### src/rtl/trng_byte_collector.sv
// TRNG receive side: packs debiased bits MSB-first into bytes, buffers them in a
// small FIFO for a valid/ready consumer, and stops collection on a repetition-count fault.
module trng_byte_collector #(
  parameter int unsigned DEPTH     = 4,
  parameter int unsigned REP_LIMIT = 16
) (
  input  logic                       i_clk,
  input  logic                       i_rst_n,
  input  logic                       i_en,
  input  logic                       i_clear,
  input  logic                       i_random,
  input  logic                       i_valid,
  output logic [7:0]                 o_data,
  output logic                       o_data_valid,
  input  logic                       i_data_ready,
  output logic [$clog2(DEPTH+1)-1:0] o_level,
  output logic                       o_overflow,
  output logic                       o_health_fail
);

  localparam int unsigned PW = $clog2(DEPTH);
  localparam int unsigned LW = $clog2(DEPTH + 1);

  typedef enum logic [1:0] {
    ST_IDLE    = 2'd0,
    ST_COLLECT = 2'd1,
    ST_FAIL    = 2'd2
  } state_e;

  state_e          state_q, state_d;
  logic [6:0]      shift_q, shift_d;
  logic [2:0]      bitcnt_q, bitcnt_d;
  logic [7:0]      rep_q, rep_d;
  logic            last_q, last_d;

  logic [7:0]      mem_q [DEPTH];
  logic [PW-1:0]   wr_ptr_q, wr_ptr_d;
  logic [PW-1:0]   rd_ptr_q, rd_ptr_d;
  logic [LW-1:0]   count_q, count_d;
  logic [7:0]      data_q, data_d;
  logic            dv_q, dv_d;
  logic            ovf_q, ovf_d;
  logic            hf_q, hf_d;

  logic            collect_c;
  logic            sample_c;
  logic            trip_c;
  logic            push_c;
  logic            pop_c;
  logic            full_c;
  logic            wr_en_c;
  logic [7:0]      byte_c;
  logic [7:0]      rep_next_c;
  logic [PW-1:0]   rd_next_c;

  always_ff @(posedge i_clk or negedge i_rst_n) begin
    if (!i_rst_n) state_q <= ST_IDLE;
    else          state_q <= state_d;
  end

  always_comb begin
    state_d = state_q;
    if (i_clear) begin
      state_d = ST_IDLE;
    end else begin
      case (state_q)
        ST_IDLE:    if (i_en) state_d = ST_COLLECT;
        ST_COLLECT: begin
          if (!i_en)       state_d = ST_IDLE;
          else if (trip_c) state_d = ST_FAIL;
        end
        ST_FAIL:    state_d = ST_FAIL;
        default:    state_d = ST_IDLE;
      endcase
    end
  end

  // Bits are only accepted while actively collecting and not being cleared or disabled
  always_comb begin
    collect_c = 1'b0;
    if (state_q == ST_COLLECT) collect_c = i_en & ~i_clear;
    sample_c = collect_c & i_valid;
  end

  // Shift register, bit counter and repetition counter; rep_q == 0 marks "no bit seen yet"
  always_comb begin
    rep_next_c = (rep_q != 8'd0 && i_random == last_q) ? rep_q + 8'd1 : 8'd1;
    trip_c     = sample_c && (rep_next_c == 8'(REP_LIMIT));
    byte_c     = {shift_q, i_random};
    shift_d    = shift_q;
    bitcnt_d   = bitcnt_q;
    rep_d      = rep_q;
    last_d     = last_q;
    push_c     = 1'b0;
    if (!collect_c) begin
      bitcnt_d = 3'd0;
      rep_d    = 8'd0;
    end else if (i_valid) begin
      shift_d = byte_c[6:0];
      last_d  = i_random;
      if (trip_c) begin
        bitcnt_d = 3'd0;
        rep_d    = 8'd0;
      end else begin
        rep_d = rep_next_c;
        if (bitcnt_q == 3'd7) begin
          push_c   = 1'b1;
          bitcnt_d = 3'd0;
        end else begin
          bitcnt_d = bitcnt_q + 3'd1;
        end
      end
    end
  end

  // FIFO control; the head byte is registered so o_data is a flop output
  always_comb begin
    pop_c     = dv_q & i_data_ready & ~i_clear;
    full_c    = (count_q == LW'(DEPTH));
    wr_en_c   = push_c & (~full_c | pop_c);
    rd_next_c = pop_c ? rd_ptr_q + PW'(1) : rd_ptr_q;
    wr_ptr_d  = wr_en_c ? wr_ptr_q + PW'(1) : wr_ptr_q;
    rd_ptr_d  = rd_next_c;
    count_d   = count_q + LW'(wr_en_c) - LW'(pop_c);
    ovf_d     = ovf_q | (push_c & full_c & ~pop_c);
    hf_d      = hf_q | trip_c;
    dv_d      = (count_d != '0);
    data_d    = data_q;
    if (count_d != '0) begin
      data_d = (wr_en_c && (wr_ptr_q == rd_next_c)) ? byte_c : mem_q[rd_next_c];
    end
    if (i_clear) begin
      wr_ptr_d = '0;
      rd_ptr_d = '0;
      count_d  = '0;
      ovf_d    = 1'b0;
      hf_d     = 1'b0;
      dv_d     = 1'b0;
    end
  end

  always_ff @(posedge i_clk or negedge i_rst_n) begin
    if (!i_rst_n) begin
      shift_q  <= '0;
      bitcnt_q <= '0;
      rep_q    <= '0;
      last_q   <= 1'b0;
      wr_ptr_q <= '0;
      rd_ptr_q <= '0;
      count_q  <= '0;
      data_q   <= '0;
      dv_q     <= 1'b0;
      ovf_q    <= 1'b0;
      hf_q     <= 1'b0;
    end else begin
      shift_q  <= shift_d;
      bitcnt_q <= bitcnt_d;
      rep_q    <= rep_d;
      last_q   <= last_d;
      wr_ptr_q <= wr_ptr_d;
      rd_ptr_q <= rd_ptr_d;
      count_q  <= count_d;
      data_q   <= data_d;
      dv_q     <= dv_d;
      ovf_q    <= ovf_d;
      hf_q     <= hf_d;
    end
  end

  always_ff @(posedge i_clk or negedge i_rst_n) begin
    if (!i_rst_n) begin
      for (int i = 0; i < DEPTH; i++) mem_q[i] <= '0;
    end else if (wr_en_c) begin
      mem_q[wr_ptr_q] <= byte_c;
    end
  end

  assign o_data        = data_q;
  assign o_data_valid  = dv_q;
  assign o_level       = count_q;
  assign o_overflow    = ovf_q;
  assign o_health_fail = hf_q;

endmodule
### config.mk
export PLATFORM = sky130hd
export DESIGN_NAME = trng_byte_collector
export DESIGN_NICKNAME = d
export VERILOG_FILES = /design/src/rtl/trng_byte_collector.sv
export SDC_FILE = /design/constraint.sdc
export NUM_CORES = 1
export LEC_CHECK = 0
export ABC_AREA = 1
export BUFFER_PORTS_ARGS = -buffer_cell sky130_fd_sc_hd__buf_2
export CORE_UTILIZATION = 40
export CTS_BUF_LIST = sky130_fd_sc_hd__clkbuf_8
export DETAILED_ROUTE_END_ITERATION = 10
export GPL_ROUTABILITY_DRIVEN = 1
export PLACE_DENSITY = 0.69
export SLEW_MARGIN = 40
export SYNTH_ARGS = -nofsm -noshare
export SYNTH_HDL_FRONTEND = slang
export SYNTH_SLANG_ARGS = --single-unit
export TNS_END_PERCENT = 30
### constraint.sdc
create_clock -name i_clk -period 3.34 [get_ports i_clk]
set_clock_uncertainty 0.1 [all_clocks]
set_input_delay 0.501 -clock i_clk [delete_from_list [all_inputs] [get_ports i_clk]]
set_output_delay 0.501 -clock i_clk [all_outputs]
set_load 0.1 [all_outputs]
==> run metrics, run 1 <==
Vias=between 3k and 4k; Critical Path Fanout Max=8; mux cell area share after synthesis=0; Crit path largest cell delay=roughly 0.44 ns; status=finished, final reports clean; H-tree depth=3; WL per Instance=~14 um; initial antenna violation count=0; clk sinks=70; Bufs and invs on worst path=3; Critical Path RT=3.53 ns; area post-placement=between 4000 and 5000 um^2; Seq/Total Area, Yosys=0.461; Cell Chain, Critical Path=inv_2, ha_1, nand2_1, nor2_2, nor2_4, nand3_2, nand3_2, nor2_4, nor2_8, nand2_8, ha_4, inv_2, ha_4, fa_2, xnor2_2, nor3_4, buf_6, nand2_1, nand2_1; Gate Count Post-Synth=462; flops & latches, synth=70; Core Area=9240 um^2; Reg area=~1800 um^2; final WL=8.53 mm; DP Cell Count=between 600 and 700; fin. max-slew vios=0; Initial Util=0.411; endpoint type of the worst setup path=flop; # setup viols final=0; area leader, netlist=dfrtp_1; GP Congestion=around 0.82; Period minus WS final=~3.1 ns; fmax=0.319 GHz; diode count=0; Synth async-reset ratio=1.00; Synth area leaders=dfrtp_1, nand2_1, inv_1, nor2_1, ha_1; adder-cell area share of the yosys netlist=0.0382; worst hold path class=input pin to flop; nets=510; CP most frequent cell=nand2_1; top cell family by delay on the critical path=simple AND/OR/NAND/NOR gates; maximum VDD drop=470 uV; vias in the first global route=around 3.0k; commonest non-fill, non-tap cell in the layout=nand2_1; CTS tree=yes; Final Hold Vio Count=0; WS Path Type=flop to flop; Worst setup SP type=flop; via-per-instance ratio=between 4 and 5; Post-Syn Area=around 3800 um^2; largest net degree at the start of global routing=slightly above 40; gr usage total=0.188; detailed placer's ending HPWL=between 5 and 6 mm; Clock Latency Late Sink=~0.35 ns; Pre-antenna DRT Iters=6; Clock Pin Slew Worst Setup and Hold Paths=0.08 ns; grt ovf=0; hold slack=about 0.33 ns; global-route wire length before repair=around 15 mm; Chip Height=99.5 um; xor and xnor area share after synthesis=0.0115; Area Overhead vs Synth=15.0%; PortBufs=20; initial DRC count=259; compound-cell area share of the yosys netlist=0.116; max_cap viols=0; area of the multi-input gates=1740 um^2; EDFF count, synth=0; Top Ports=21; share of cells above drive strength 1=0.193; most frequent cells in the layout=nand2_1, inv_1, dfrtp_1; Synth Area in Simple Gates=0.274; FP Rows=35; largest family of logic cells by synthesized area=simple AND/OR/NAND/NOR gates; Synth Flop Type=dfrtp_1; Clk Tree Root Cell=clkbuf_8; Yosys top cell area share=0.461; slew margin rel.=0.661; antenna viol nets, final=0; die width=roughly 99 um; post-route DRC violation count=0; Synth Net Count=480; Netlist cell types=35; clock tree buffer depth=2; non-filler cells, final=around 630; pwr dens=between 600 and 700 nW/um^2; final instance area=approximately 4400 um^2; filler cell count in the final layout=867; mean post-synth cell area=between 8 and 9 um^2; P_leak=2.21 nW; Least-Margin Pin Slew=~0.51 ns; period utilization=0.939; Yosys warnings=0; CP Data Arrival Time=roughly 3.3 ns; CP max stage cell=dfrtp_2; Die ar.=between 9000 and 10,000 um^2; total CTS buffers=9
==> power breakdown <==
group          switching [mW]  internal, mW  total [mW]  leakage [nW]
Combinational           0.732         0.240       0.972          1.30
Sequential             0.0906         0.933        1.02         0.810
Clock                   0.338         0.362       0.700         0.102
==> stage by stage <==
stage	setup TNS (ns)	utilization	total power [mW]	worst slack, ns
2_1_floorplan	-0.227	-	1.76	-0.0301
3_3_place_gp	0	0.444	1.97	0.174
3_5_place_dp	0	0.444	1.99	0.0843
4_1_cts	0	0.466	2.68	0.115
5_1_grt	-0.0393	0.473	2.82	-0.0143
6_report	0	0.473	2.70	0.204
==> kinds of logic after synthesis <==
logic type               after synthesis
adder cells (fa/ha/maj)               11
flip-flops                            70
AO/OA/AOI/OAI                         72
buffers and inverters                 87
XOR/XNOR                               5
AND/OR/NAND/NOR                      217
==> worst register-to-register path, cell delays in order, from the launching register on <==
cell	delay, ns
dfrtp_2	0.44
inv_2	0.07
ha_1	0.21
nand2_1	0.08
nor2_2	0.06
nor2_4	0.19
nand3_2	0.12
nand3_2	0.10
nor2_4	0.05
nor2_8	0.14
nand2_8	0.06
ha_4	0.26
inv_2	0.04
ha_4	0.15
fa_2	0.35
xnor2_2	0.17
nor3_4	0.20
buf_6	0.17
nand2_1	0.05
nand2_1	0.06
==> sequential cells by signal, summed over array words and instances (netlist names) <==
| register | cells |
|---|---|
| o_data | 8 |
| o_data_valid | 1 |
| shift_q | 7 |
| rd_ptr_q | 2 |
| bitcnt_q | 3 |
| o_health_fail | 1 |
| state_q | 2 |
| o_overflow | 1 |
| wr_ptr_q | 2 |
| rep_q | 8 |
| o_level | 3 |
| mem_q | 32 |
==> final timing paths <==
kind | startpoint | endpoint | slack [ns] | cells after the start
max | rep_q[0] | o_data[3] | 0.20 | 19
min | i_en | state_q[0] | 0.33 | 3
max reg2reg | rep_q[0] | o_data[3] | 0.20 | 19
min reg2reg | o_data[2] | o_data[2] | 0.40 | 2
max in group asynchronous | i_rst_n | o_data_valid | 2.20 | 3
min in group asynchronous | i_rst_n | o_level[2] | 0.45 | 2
==> routing by layer <==
layer	track usage	vias to the layer above	share of wire
met3	0.0260	16	0.038
met2	0.288	81	0.46
met5	0	-	0
met4	0.0871	0	0.021
met1	0.266	1464	0.48
li1	-	1544	-
==> final cells by class <==
class,count,share of cell area
repair buffers,33,0.0541
inverters,73,0.0635
clock inverters,6,0.0140
clock buffers,10,0.0315
multi-input cells,305,0.398
flip-flops and latches,70,0.402
well taps,129,0.0369
==> timing repair <==
item,4_1_cts,5_1_grt
endpoints found under the setup margin,0,9
setup buffers,0,3
resized for setup,0,3
hold buffers,0,1
hold endpoints to repair,0,6
==> synthesized netlist by cell type (all sizes together) (2+ instances only) <==
cell and n:
xor2 2, nand4 13, o21ai 44, clkbuf 2, a21oi 3, buf 12
o211ai 9, or2 2, clkinv 2, o31ai 9, nand3 28, a32o 3
inv 71, nand2 125, nor2 47, xnor2 3, nor3 2, dfrtp 70
o22ai 4, ha 10
No activity file was read; power rests on OpenSTA's default activity.
==> inputs of run 2 (changes only) <==
--- a/config.mk
+++ b/config.mk
@@ -7,11 +7,11 @@
 export LEC_CHECK = 0
 export ABC_AREA = 1
 export BUFFER_PORTS_ARGS = -buffer_cell sky130_fd_sc_hd__buf_2
-export CORE_UTILIZATION = 40
+export CORE_UTILIZATION = 34
 export CTS_BUF_LIST = sky130_fd_sc_hd__clkbuf_8
 export DETAILED_ROUTE_END_ITERATION = 10
 export GPL_ROUTABILITY_DRIVEN = 1
-export PLACE_DENSITY = 0.69
+export PLACE_DENSITY = 0.62
 export SLEW_MARGIN = 40
 export SYNTH_ARGS = -nofsm -noshare
 export SYNTH_HDL_FRONTEND = slang
==> run metrics, run 2 (synthesis results as in run 1) <==
status=finished, final reports clean; vias in the first global route=3,107 (+3.3%); clock tree buffer depth=2 (unchanged); GRT busiest layer=met2; CP Data Arrival Time=3.29 ns (-0.04 ns); hold_buf cts=0 (unchanged); Least-Margin Pin Slew=0.603 ns (+0.0910 ns); slew margin rel.=0.598 (-0.0630); Final Hold Vio Count=0 (unchanged); clk sinks=70 (unchanged); Biggest register=mem_q; Pre-antenna DRT Iters=7 (+1); non-filler cells, final=634 (+1.3%); Vias=3,069 (-1.2%); Clk Tree Root Cell=clkbuf_8; Clock Pin Slew Worst Setup and Hold Paths=0.07 ns (about the same); antenna viol nets, final=0 (unchanged); DP Cell Count=618 (+2.1%); Critical Path RT=3.54 ns (about the same); met3 Use GR=0.0436 (+0.0176); area post-placement=4130 um^2 (+0.46%); Initial Util=0.349 (-0.0623); PortBufs=20 (unchanged); most frequent cells in the layout=nand2_1, inv_1, dfrtp_1; unrepaired setup endpoints after global routing=false; grt ovf=0 (unchanged); CTS tree=yes; Period minus WS final=3.09 ns (-0.0434 ns); initial antenna violation count=0 (unchanged); global-route wire length before repair=15.0 mm (+2.8%); WS Path Type=flop to flop; share of cells above drive strength 1=0.192 (-0.000851); Chip Height=108 um (+8.3%); final WL=8.56 mm (+0.38%); post-route DRC violation count=0 (unchanged); H-tree depth=3 (unchanged); WL per Instance=13.5 um (-0.89%); M1 GR Usage=0.208 (-0.0576); worst hold path class=input pin to asynchronous set/reset pin; nets=507 (-0.59%); P_leak=2.18 nW (-1.2%); Critical Path Fanout Max=8 (unchanged); FP Rows=38 (+8.6%); max_cap viols=0 (unchanged); initial DRC count=169 (-35%); largest net degree at the start of global routing=47 (+15%); fmax=0.323 GHz (+1.4%); Power Total=2.71 mW (+0.57%); die width=108 um (+8.3%); GP Congestion=0.893 (+8.6%); hold slack=0.0569 ns (-0.273 ns); Setup Buffers After CTS=0 (unchanged); via-per-instance ratio=4.84 (-2.4%); endpoint type of the worst setup path=flop; final instance area=4350 um^2 (-0.54%); maximum VDD drop=291 uV (-38%); Largest register FFs=32 (unchanged); Core Area=10,900 um^2 (+18%); Clock Latency Late Sink=0.35 ns (about the same); period utilization=0.926 (-0.0130); fin. max-slew vios=0 (unchanged); # setup viols final=0 (unchanged); diode count=0 (unchanged); pwr dens=623 nW/um^2 (+1.1%); commonest non-fill, non-tap cell in the layout=nand2_1; Top Ports=21 (unchanged); Area Overhead vs Synth=14.4%; detailed placer's ending HPWL=6.24 mm (+5.7%); Global Route met2 Usage=0.287 (-0.000839); Die ar.=11,600 um^2 (+17%); filler cell count in the final layout=1,105 (+27%); Worst setup SP type=flop; gr usage total=0.170 (-0.0179); total CTS buffers=9 (unchanged)
[run 2: metrics by stage]
stage	worst slack, ns	TNS [ns]	utilization
after floorplan	-0.0301	-0.227	-
after global placement	0.172	0	0.379
after detailed placement	0.101	0	0.379
after CTS	0.123	0	0.399
after global routing	0.0167	0	0.399
final	0.248	0	0.399
[run 2: metal layers]
metal  vias up  wire length [um]
li1       1537                 -
met1      1463              3640
met2        58              4330
met3        11               468
met4         0               123
met5         -                 0
[run 2: worst max-delay path, stage by stage (launching register included)]
cell and delay, ns:
dfrtp_2 0.43, ha_2 0.20, nand2_1 0.06, inv_1 0.09, nor2_2 0.13, nand3_1 0.09
nand2_1 0.09, inv_1 0.05, nand2_2 0.08, nor2_4 0.06, nor2_8 0.13, nand2_8 0.06
ha_4 0.25, inv_2 0.03, ha_4 0.14, fa_2 0.35, xnor2_2 0.17, nor3_4 0.18
buf_4 0.20, nand2_1 0.06, nand2_1 0.06
[run 2: final timing paths]
path                                 from           to  slack [ns]  depth (start not counted)
worst max register to register   rep_q[0]    o_data[7]        0.25                         20
min in group i_clk                   i_en   state_q[0]        0.33                          3
worst min-delay path              i_rst_n    mem_q[10]        0.06                          1
worst min register to register  o_data[4]    o_data[4]        0.38                          2
worst max-delay path             rep_q[0]    o_data[7]        0.25                         20
max in group asynchronous         i_rst_n  rd_ptr_q[1]        2.43                          2
[run 2: final cells by class]
type                       count  area [um^2]  share of cell area
inverter                      73          278              0.0639
clock inverter                 4         53.8              0.0124
sequential                    70         1760               0.404
clock buffer                  12          165              0.0380
tap                          140          175              0.0403
multi-input combinational    305         1740               0.400
timing repair buffer          30          178              0.0409
[run 2: timing repair]
item,CTS,global route
gates resized for setup,0,3
endpoints found under the hold margin,0,0
endpoints found under the setup margin,0,9
[run 2: report_power, final]
group	internal (mW)	total [mW]	switching [mW]
clock	0.407	0.732	0.325
combinational	0.224	0.953	0.729
sequential	0.933	1.03	0.0923
total	1.56	2.71	1.15
==> inputs of run 3 (changes only) <==
--- a/config.mk
+++ b/config.mk
@@ -5,7 +5,6 @@
 export SDC_FILE = /design/constraint.sdc
 export NUM_CORES = 1
 export LEC_CHECK = 0
-export ABC_AREA = 1
 export BUFFER_PORTS_ARGS = -buffer_cell sky130_fd_sc_hd__buf_2
 export CORE_UTILIZATION = 34
 export CTS_BUF_LIST = sky130_fd_sc_hd__clkbuf_8
==> run metrics, run 3 <==
status=finished, violations left; failing checks=setup timing; final WL=7.51 mm (-12%); PortBufs=20 (unchanged); Synth Flop Type=dfrtp_1; share of cells above drive strength 1=0.410 (+0.217); worst hold path class=input pin to asynchronous set/reset pin; CP most frequent cell=ha_4; clock tree buffer depth=2 (unchanged); DR top layer=met4; Crit path largest cell delay=0.48 ns (+0.05 ns); Biggest register=mem_q; clk sinks=70 (unchanged); Power Total=2.75 mW (+1.3%); Vias=2,477 (-19%); FP Rows=36 (-5.3%); antenna viol nets, final=0 (unchanged); Clk Tree Root Cell=clkbuf_8; length of routed met2 wiring=3.64 mm (-16%); hold_buf cts=0 (unchanged); global-route wire length before repair=12.6 mm (-16%); clock network fraction of total power=0.279 (+0.009); Util after Layout=0.436 (+0.0370); EDFF count, synth=0 (unchanged); most frequent cells in the layout=dfrtp_1, mux2_2, buf_4; fmax=0.286 GHz (-12%); commonest non-fill, non-tap cell in the layout=dfrtp_1; Period minus WS final=3.50 ns (+0.408 ns); # setup viols final=9 (+9); Seq/Total Area, Yosys=0.501 (+0.0399); WS Path Type=flop to flop; area post-placement=3940 um^2 (-4.5%); Netlist cell types=50 (+43%); reg2reg path depth=16 (-20%); H-tree depth=3 (unchanged); Yosys top cell area share=0.501 (+0.0399); Synth top cells by count=dfrtp_1, mux2_2, nand2_1, nor2_1, a31oi_1; CTS tree=yes; combinational power share=0.357 (+0.005); post-route DRC violation count=0 (unchanged); NetSw=1.12 mW (-2.7%); mean post-synth cell area=11.9 um^2 (+45%); initial antenna violation count=0 (unchanged); Die ar.=10,700 um^2 (-7.8%); Clock Pin Slew Worst Setup and Hold Paths=0.08 ns (about the same); Post-Syn Area=3500 um^2 (-8.0%); Pint=1.63 mW (+4.3%); die width=103 um (-4.0%); Worst setup SP type=flop; CP max stage cell=or4b_4; Synth Net Count=311 (-35%); Top Ports=21 (unchanged); Clock Latency Late Sink=0.36 ns (about the same); Synth area leaders=dfrtp_1, mux2_2, mux4_2, ha_1, a31oi_1; Initial Util=0.355 (+0.00553); nets=362 (-29%); hold slack=0.121 ns (+0.0644 ns); fin. max-slew vios=0 (unchanged); worst setup margin=-0.160 ns (-0.408 ns); Least-Margin Pin Slew=0.786 ns (+0.183 ns); GP Congestion=0.787 (-12%); Largest register FFs=32 (unchanged); maximum VDD drop=521 uV (+79%); wire length on met3=213 um (-54%); Critical Path Fanout Max=5 (-3); Flop pwr share=0.364 (-0.014); grt ovf=0 (unchanged); final instance area=4310 um^2 (-1.0%); vias in the first global route=2,504 (-19%); top-count cell post-synth=dfrtp_1; P_leak=2.00 nW (-8.3%); CP Data Arrival Time=3.63 ns (+0.34 ns); area leader, netlist=dfrtp_1; largest net degree at the start of global routing=71 (+51%); detailed placer's ending HPWL=5.04 mm (-19%); Yosys warnings=0 (unchanged); pre-CTS setup slack=-0.193 ns (-0.294 ns); total CTS buffers=9 (unchanged); pwr dens=638 nW/um^2 (+2.3%); initial DRC count=132 (-22%); Chip Height=103 um (-4.0%); via-per-instance ratio=5.14 (+6.2%); max_cap viols=0 (unchanged); flops & latches, synth=70 (unchanged); Core Area=9860 um^2 (-9.4%); diode count=0 (unchanged); Critical Path RT=3.47 ns (-0.07 ns); unrepaired setup endpoints after global routing=true; gr usage total=0.161 (-0.00879); M1 WL=3.43 mm (-5.9%); Pre-antenna DRT Iters=4 (-3); Synth async-reset ratio=1.00 (unchanged); WL per Instance=15.6 um (+15%); Final Hold Vio Count=0 (unchanged); Cell Chain, Critical Path=inv_2, ha_4, or4b_4, o211ai_4, nor3_4, a31oi_4, nand2_2, ha_4, inv_2, ha_4, fa_2, xnor2_2, or3_4, buf_6, nor2_1, a31oi_1; Gate Count Post-Synth=293 (-37%); period utilization=1.05 (+0.122); Sw Share=0.406 (-0.0169); Area Overhead vs Synth=23.1%; slew margin rel.=0.474 (-0.124); endpoint type of the worst setup path=flop
## run 3: changes by cell type in the layout (fill, tap and decap cells not counted), sizes merged, moves of 11 or more
cell,delta
buf,+23
nand4,-11
nor2,-28
nand2,-100
a31oi,+18
mux2,+34
inv,-61
o21ai,-30
## run 3: cells by family after synthesis
| logic type | count (synthesis) | synth area share |
|---|---|---|
| AND/OR/NAND/NOR | 90 | 0.146 |
| XOR/XNOR | 9 | 0.0268 |
| AO/OA/AOI/OAI | 48 | 0.0933 |
| adder cells (fa/ha/maj) | 11 | 0.0415 |
| multiplexers | 43 | 0.164 |
| flip-flops | 70 | 0.501 |
| buffers and inverters | 22 | 0.0275 |
## run 3: what timing repair did
item                                   in CTS  in global routing
pin swaps                                   1                  1
endpoints found under the hold margin       0                  0
resized for setup                           4                 22
buffers inserted                            2                  1
setup endpoints to repair                   9                  9
gates cloned                                2                  0
## run 3: path summary, 6_finish.rpt
path | slack, ns | endpoint | start
min in group i_clk | 0.34 | state_q[0] | i_en
max reg2reg | -0.16 | o_data[6] | rep_q[0]
max in group asynchronous | 2.49 | o_data_valid | i_rst_n
max | -0.16 | o_data[6] | rep_q[0]
min | 0.12 | rep_q[2] | i_rst_n
min reg2reg | 0.40 | bitcnt_q[0] | bitcnt_q[0]
## run 3: worst max-delay path: cells and delay by family (launching register included)
| kind | cells | cell delay [ns] |
|---|---|---|
| AOI/OAI and AO/OA | 3 | 0.43 |
| and+or+nand+nor | 5 | 1.13 |
| adders and majority gates | 4 | 0.90 |
| xor gates and xnor gates | 1 | 0.16 |
| DFF | 1 | 0.40 |
| buffers and inverters | 3 | 0.26 |
## run 3: layout make-up
cell class / instances / area [um^2]
clock buffers: 9 / 124
inverters: 9 / 33.8
well taps: 133 / 166
flip-flops and latches: 70 / 1760
fillers: 897 / 5560
repair buffers: 53 / 363
clock inverters: 7 / 96.3
multi-input cells: 201 / 1770
## run 3: per-stage QoR
step | TNS, ns | cells
finish | -1.10 | 482
global placement | -1.40 | 461
global route | -2.45 | 482
detailed placement | -1.45 | 461
CTS | -1.07 | 481
floorplan | -3.33 | 293
## run 3: per-layer routing
| metal | global-route usage | vias up |
|---|---|---|
| met5 | 0 | - |
| met4 | 0.0953 | 0 |
| li1 | - | 1170 |
| met1 | 0.212 | 1249 |
| met2 | 0.254 | 42 |
| met3 | 0.0249 | 16 |
## run 3: power by group through the flow
stage	Clock [mW]	Combinational, mW	Sequential (mW)
6_report	0.767	0.980	0.999
5_1_grt	0.813	1.04	1.01
4_1_cts	0.782	0.908	0.989
3_5_place_dp	0	0.849	1.00
3_3_place_gp	0	0.827	1.00
2_1_floorplan	0	0.289	1.42
